===== config.mk =====
export PLATFORM = sky130hd
export DESIGN_NAME = fifo_wr_arbiter
export DESIGN_NICKNAME = d
export VERILOG_FILES = /design/src/rtl/fifo_wr_arbiter.sv
export SDC_FILE = /design/constraint.sdc
export NUM_CORES = 1
export LEC_CHECK = 0
export CAP_MARGIN = 20
export CORE_MARGIN = 2
export CORE_UTILIZATION = 56
export CTS_BUF_LIST = sky130_fd_sc_hd__clkbuf_16
export DETAILED_ROUTE_END_ITERATION = 10
export DONT_BUFFER_PORTS = 1
export PLACE_DENSITY = 0.83
export SYNTH_ARGS = -nofsm -noshare
export SYNTH_HDL_FRONTEND = slang
export SYNTH_SLANG_ARGS = --single-unit
export TNS_END_PERCENT = 20

===== constraint.sdc =====
create_clock -name wclk -period 3.5 [get_ports wclk]
set_input_delay 0.7 -clock wclk [delete_from_list [all_inputs] [get_ports wclk]]
set_output_delay 0.7 -clock wclk [all_outputs]
set_load 0.01 [all_outputs]

===== src/rtl/fifo_wr_arbiter.sv =====
// Round-robin arbiter sharing one async-FIFO write port among NUM_REQ valid/ready requesters.
// Optional per-requester accepted-beat counters are enabled by defining FIFO_WR_ARB_STATS_EN.
module fifo_wr_arbiter #(
  parameter int NUM_REQ    = 4,
  parameter int DATA_WIDTH = 8,
  parameter int MAX_BURST  = 4
) (
  input  logic                          wclk,
  input  logic                          wrst,
  input  logic [NUM_REQ-1:0]            req_valid,
  input  logic [NUM_REQ*DATA_WIDTH-1:0] req_data,
  input  logic [NUM_REQ-1:0]            req_last,
  output logic [NUM_REQ-1:0]            req_ready,
  output logic [DATA_WIDTH-1:0]         wdata,
  output logic                          winc,
  input  logic                          wfull,
  output logic [$clog2(NUM_REQ)-1:0]    grant_id,
  output logic                          busy
`ifdef FIFO_WR_ARB_STATS_EN
  ,
  output logic [NUM_REQ*16-1:0]         stat_beats
`endif
);

  localparam int         IDW   = $clog2(NUM_REQ);
  localparam logic [7:0] MAX_B = 8'(MAX_BURST);

  typedef enum logic {
    S_IDLE  = 1'b0,
    S_BURST = 1'b1
  } state_t;

  state_t                r_state;
  state_t                w_state_nxt;
  logic [IDW-1:0]        r_rr_ptr;
  logic [IDW-1:0]        r_grant_id;
  logic [7:0]            r_beat_cnt;
  logic [IDW-1:0]        w_sel;
  logic [IDW-1:0]        w_rr_nxt;
  logic                  w_found;
  logic                  w_gvalid;
  logic                  w_glast;
  logic [DATA_WIDTH-1:0] w_gdata;
  logic                  w_accept;
  logic                  w_exit;

  // Requester index base+ofs, wrapped modulo NUM_REQ.
  function automatic logic [IDW-1:0] wrap_add(input logic [IDW-1:0] base, input int ofs);
    int sum;
    sum = int'(base) + ofs;
    if (sum >= NUM_REQ) sum = sum - NUM_REQ;
    return IDW'(sum);
  endfunction

  always_comb begin
    w_found = 1'b0;
    w_sel   = r_rr_ptr;
    for (int k = 0; k < NUM_REQ; k++) begin
      if (!w_found && req_valid[wrap_add(r_rr_ptr, k)]) begin
        w_found = 1'b1;
        w_sel   = wrap_add(r_rr_ptr, k);
      end
    end
  end

  assign w_gvalid = req_valid[r_grant_id];
  assign w_glast  = req_last[r_grant_id];
  assign w_gdata  = req_data[r_grant_id*DATA_WIDTH +: DATA_WIDTH];
  assign w_rr_nxt = wrap_add(r_grant_id, 1);
  assign grant_id = r_grant_id;

  always_ff @(posedge wclk) begin
    if (wrst) r_state <= S_IDLE;
    else      r_state <= w_state_nxt;
  end

  always_comb begin
    w_state_nxt = r_state;
    w_accept    = 1'b0;
    w_exit      = 1'b0;
    req_ready   = '0;
    winc        = 1'b0;
    busy        = 1'b0;
    wdata       = '0;
    case (r_state)
      S_IDLE: begin
        if (w_found) w_state_nxt = S_BURST;
      end
      S_BURST: begin
        busy                  = 1'b1;
        wdata                 = w_gdata;
        w_accept              = w_gvalid & ~wfull;
        winc                  = w_accept;
        req_ready[r_grant_id] = w_accept;
        // Dropping valid releases the port even while the FIFO is full.
        w_exit = ~w_gvalid | (w_accept & (w_glast | ((r_beat_cnt + 8'd1) == MAX_B)));
        if (w_exit) w_state_nxt = S_IDLE;
      end
      default: w_state_nxt = S_IDLE;
    endcase
    if (wrst) begin
      w_accept  = 1'b0;
      winc      = 1'b0;
      req_ready = '0;
      busy      = 1'b0;
    end
  end

  always_ff @(posedge wclk) begin
    if (wrst) begin
      r_rr_ptr   <= '0;
      r_grant_id <= '0;
      r_beat_cnt <= '0;
    end else begin
      if (r_state == S_IDLE && w_found) begin
        r_grant_id <= w_sel;
        r_beat_cnt <= '0;
      end
      if (w_accept) r_beat_cnt <= r_beat_cnt + 8'd1;
      if (w_exit)   r_rr_ptr   <= w_rr_nxt;
    end
  end

`ifdef FIFO_WR_ARB_STATS_EN
  logic [15:0] r_stat [NUM_REQ];

  function automatic logic [15:0] sat_inc16(input logic [15:0] v);
    return (v == 16'hFFFF) ? v : v + 16'd1;
  endfunction

  always_ff @(posedge wclk) begin
    if (wrst) begin
      for (int i = 0; i < NUM_REQ; i++) r_stat[i] <= '0;
    end else if (w_accept) begin
      r_stat[r_grant_id] <= sat_inc16(r_stat[r_grant_id]);
    end
  end

  for (genvar gi = 0; gi < NUM_REQ; gi++) begin : g_stat
    assign stat_beats[gi*16 +: 16] = r_stat[gi];
  end
`endif

endmodule


==> results by stage <==
Synthesis:
- The number of flops mapped to enable cells by yosys is 0.
- The commonest register cell after synthesis is sky130_fd_sc_hd__dfxtp_1.
- The number of nets in the synthesized netlist is 178.
- The synthesized instance count is 129.
- The netlist uses 39 different library cells.
- The post-synthesis sequential element count is 13.
- Of all flip-flops after synthesis, the portion carrying an async set or reset was 0%.
- Yosys printed 0 warnings.
- For this run, the register share of the synthesized area comes to 22.06%.
- After synthesis, the mean cell area works out to 9.146 sq um.
- Summing every instance area after synthesis gives 1180 sq um.

Min path:
- The worst hold path stage count is 2.
- The startpoint identified for the worst hold timing path is r_beat_cnt[7].
- The type of the tightest min-delay check is flop to flop.
- For hold timing, the worst endpoint is r_beat_cnt[7].

Clock tree:
- The number of hold buffers added after CTS was 0.
- After clock tree synthesis, the clock-pin slew on the worst setup and hold paths is 40 ps.
- Post-CTS repair changed the size of 0 cells.
- Clock tree synthesis inserted a total of 3 buffers.
- The H-tree depth is 1.
- The number of buffers on the longest clock path is 2.
- TritonCTS built the clock tree.
- The cell at the root of the clock tree is sky130_fd_sc_hd__clkbuf_16.
- The number of buffers inserted by post-CTS setup repair is 0.
- The clock latency on the worst-skew pair is 240 ps.
- The clock sink count is 13.

Placed design:
- Once placement completed, the tool counted placed cells totaling 153.
- The minimum setup slack after placement is 1015 ps.
- The congestion estimate from routability-driven global placement came to 0.8560.
- Summed over all nets, the half-perimeter wirelength after detailed placement is 2.208 mm.
- The placed instances occupy a cell area of 1207 sq um.
- Buffers placed on the I/O ports in this run total 0.

Setup path:
- The worst flop-to-flop path endpoint is r_rr_ptr[0].
- By startpoint and endpoint, the worst setup path is classified as flop to primary output.
- Of all nets on the critical path, the largest fanout is 15.
- The worst setup slack for register-to-register paths is 1400 ps.
- The logic depth of the worst register-to-register path is 6.
- The required time at the worst-slack endpoint is 2800 ps.
- STA classifies the critical path startpoint as a flop.
- The endpoint class of the critical path is a primary output.
- The arrival time reported for the critical path endpoint is 1980 ps.
- The origin of the critical flop-to-flop path is grant_id[0].

STA:
- The number of failing setup endpoints in the final timing report is 0.
- The max-slew violation count was 0.
- The headroom to the max-slew limit is 69.29%.
- The share of the clock period used by the worst path after layout is 76.71%.
- The number of failing hold endpoints at the final stage is 0.
- The setup slack of the critical path after layout is 815.3 ps.
- Subtracting the final worst setup slack from the clock period gives 2685 ps.
- On the final layout, the worst clock skew is 2.137 ps.
- The post-route setup TNS is 0 ps.
- The highest clock rate is 0.3725 GHz.
- For the pin with the worst max-slew slack, the measured transition is 456.4 ps.
- Setup repair after global routing left no endpoint under its margin.

Global route:
- The maximum number of pins on one net before global-route repair is 17.
- The initial antenna violation count was 0.
- The via count of the first global-routing pass is 1,015.
- Global routing finished with a remaining overflow of 0.
- For this run, the total global-route usage over all layers was measured as 24.33%.
- The first global-routing pass estimated 4.533 mm of wire.

Detailed routing:
- The mean routed wirelength per cell is 17.62 microns.
- The initial DRC count is 17.
- The count of TritonRoute iterations in the first routing pass is 4.
- For this block, the routed nets add up to 2.767 mm of wire.
- The via density per instance is 6.586.
- The total number of vias is 1,034.
- After detailed routing, the number of remaining DRC violations is 0.
- In this run the remaining antenna-violating nets after routing total 0.

Die:
- The die outline area is 2490 sq um.
- The die boundary width is 49.90 microns.
- The number of top-level design ports is 59.
- The initialized floorplan defines 16 standard-cell rows.
- The die is 49.90 microns tall.
- The area of the core is 1982 sq um.
- The initial standard-cell utilization of the core is 59.53%.

Finish:
- For this run, the number of standard cells in the final layout without fillers is 157.
- The count of nets after finishing is 180.
- The most common cell after layout, fill and taps aside is sky130_fd_sc_hd__dfxtp_1.
- The number of antenna cells inserted is 0.
- The area growth from synthesis to layout is 9.013%.
- Leaving out fill and tap cells, the most frequent cells in the layout are sky130_fd_sc_hd__dfxtp_1, sky130_fd_sc_hd__and2_1, sky130_fd_sc_hd__nor2_1.
- The share of layout cells above drive strength 1 is 21.54%.
- The final design instance area without fill is 1286 sq um.

Run status:
- The run finished with clean final reports.

Job:
- The tool flagged a number of max-cap violations equal to 0.

Pwr:
- In this run the power density over the cells is 390.9 nW/um^2.
- The leakage power figure is 0.4705 nW.
- IR analysis of the VDD net gives a maximum drop of 0.1796 mV.
-- worst max path at each step --
stage	depth (start not counted)	to	slack [ps]	startpoint
finish	5	req_ready[1]	820	grant_id[0]
global route	5	req_ready[1]	700	grant_id[0]
CTS	5	req_ready[1]	800	grant_id[0]
detailed placement	4	req_ready[1]	1010	req_valid[3]
global placement	4	req_ready[3]	1040	req_valid[3]
floorplan	5	req_ready[0]	990	req_valid[3]
-- cell type report --
type	count	area, sq um
well taps	27	33.78
inverters	6	22.52
fillers	164	695.7
clock inverters	1	3.754
repair buffers	2	15.01
flip-flops and latches	13	260.3
multi-input cells	105	875.8
clock buffers	3	75.07
-- power breakdown --
part	leakage, nW	switching, W	total, W	internal [W]
clock	0.0423	0.0000592	0.000210	0.000150
combinational	0.322	0.0000634	0.000128	0.0000647
sequential	0.106	0.00000932	0.000165	0.000156
total	0.470	0.000132	0.000503	0.000371
-- per-layer routing --
metal	vias up	GRT usage, %	routed length (microns)
met5	-	0	0
met4	0	12.96	72
met3	8	4.242	197
met2	57	43.33	1438
met1	500	27.29	1059
li1	469	-	-
-- per-stage QoR --
step	total power [W]	util [%]	hold slack, ps
5_1_grt	0.0005272	64.90	518.2
3_5_place_dp	0.0002968	60.92	475.0
3_3_place_gp	0.0002931	60.92	467.8
6_report	0.0005028	64.90	476.6
2_1_floorplan	0.0002778	-	454.7
4_1_cts	0.0005072	64.90	481.2
-- worst max-delay path: stages (launching register included) --
cell	delay [ps]
sky130_fd_sc_hd__dfxtp_1	300
sky130_fd_sc_hd__buf_4	260
sky130_fd_sc_hd__mux4_2	630
sky130_fd_sc_hd__nand3b_4	170
sky130_fd_sc_hd__inv_2	150
sky130_fd_sc_hd__and2_1	230
-- state kept, by name (all words and copies together), names as in the netlist --
name	flops
r_rr_ptr	2
grant_id	2
r_beat_cnt	8
r_state	1
-- Yosys cell counts (2+ instances only) --
cell / count / share of area, %
sky130_fd_sc_hd__nor2b_1: 5 / 2.7
sky130_fd_sc_hd__nor2_1: 12 / 3.8
sky130_fd_sc_hd__and3_1: 3 / 1.6
sky130_fd_sc_hd__nand2_2: 2 / 1.1
sky130_fd_sc_hd__o21ai_0: 8 / 3.4
sky130_fd_sc_hd__nand3_1: 5 / 2.1
sky130_fd_sc_hd__nand2b_1: 2 / 1.1
sky130_fd_sc_hd__nand2_1: 3 / 0.95
sky130_fd_sc_hd__a21oi_1: 11 / 4.7
sky130_fd_sc_hd__mux4_2: 10 / 19
sky130_fd_sc_hd__ha_1: 6 / 6.4
sky130_fd_sc_hd__clkbuf_1: 2 / 0.64
sky130_fd_sc_hd__buf_2: 2 / 0.85
sky130_fd_sc_hd__xnor2_1: 3 / 2.2
sky130_fd_sc_hd__or2_2: 2 / 1.1
sky130_fd_sc_hd__nand3b_1: 2 / 1.3
sky130_fd_sc_hd__dfxtp_1: 13 / 22
sky130_fd_sc_hd__and2_1: 12 / 6.4
sky130_fd_sc_hd__nor3_1: 2 / 0.85
sky130_fd_sc_hd__inv_1: 5 / 1.6
-- logic make-up (layout without fill, tap and decap cells) --
family	Yosys count	in the layout	share of synthesized area, %
XOR/XNOR	3	3	2.227
multiplexers	13	13	22.16
AND/OR/NAND/NOR	58	58	30.22
flip-flops	13	13	22.06
AO/OA/AOI/OAI	25	25	13.26
buffers and inverters	11	12	3.711
adder cells (fa/ha/maj)	6	6	6.363
No activity file was read; power rests on OpenSTA's default activity.
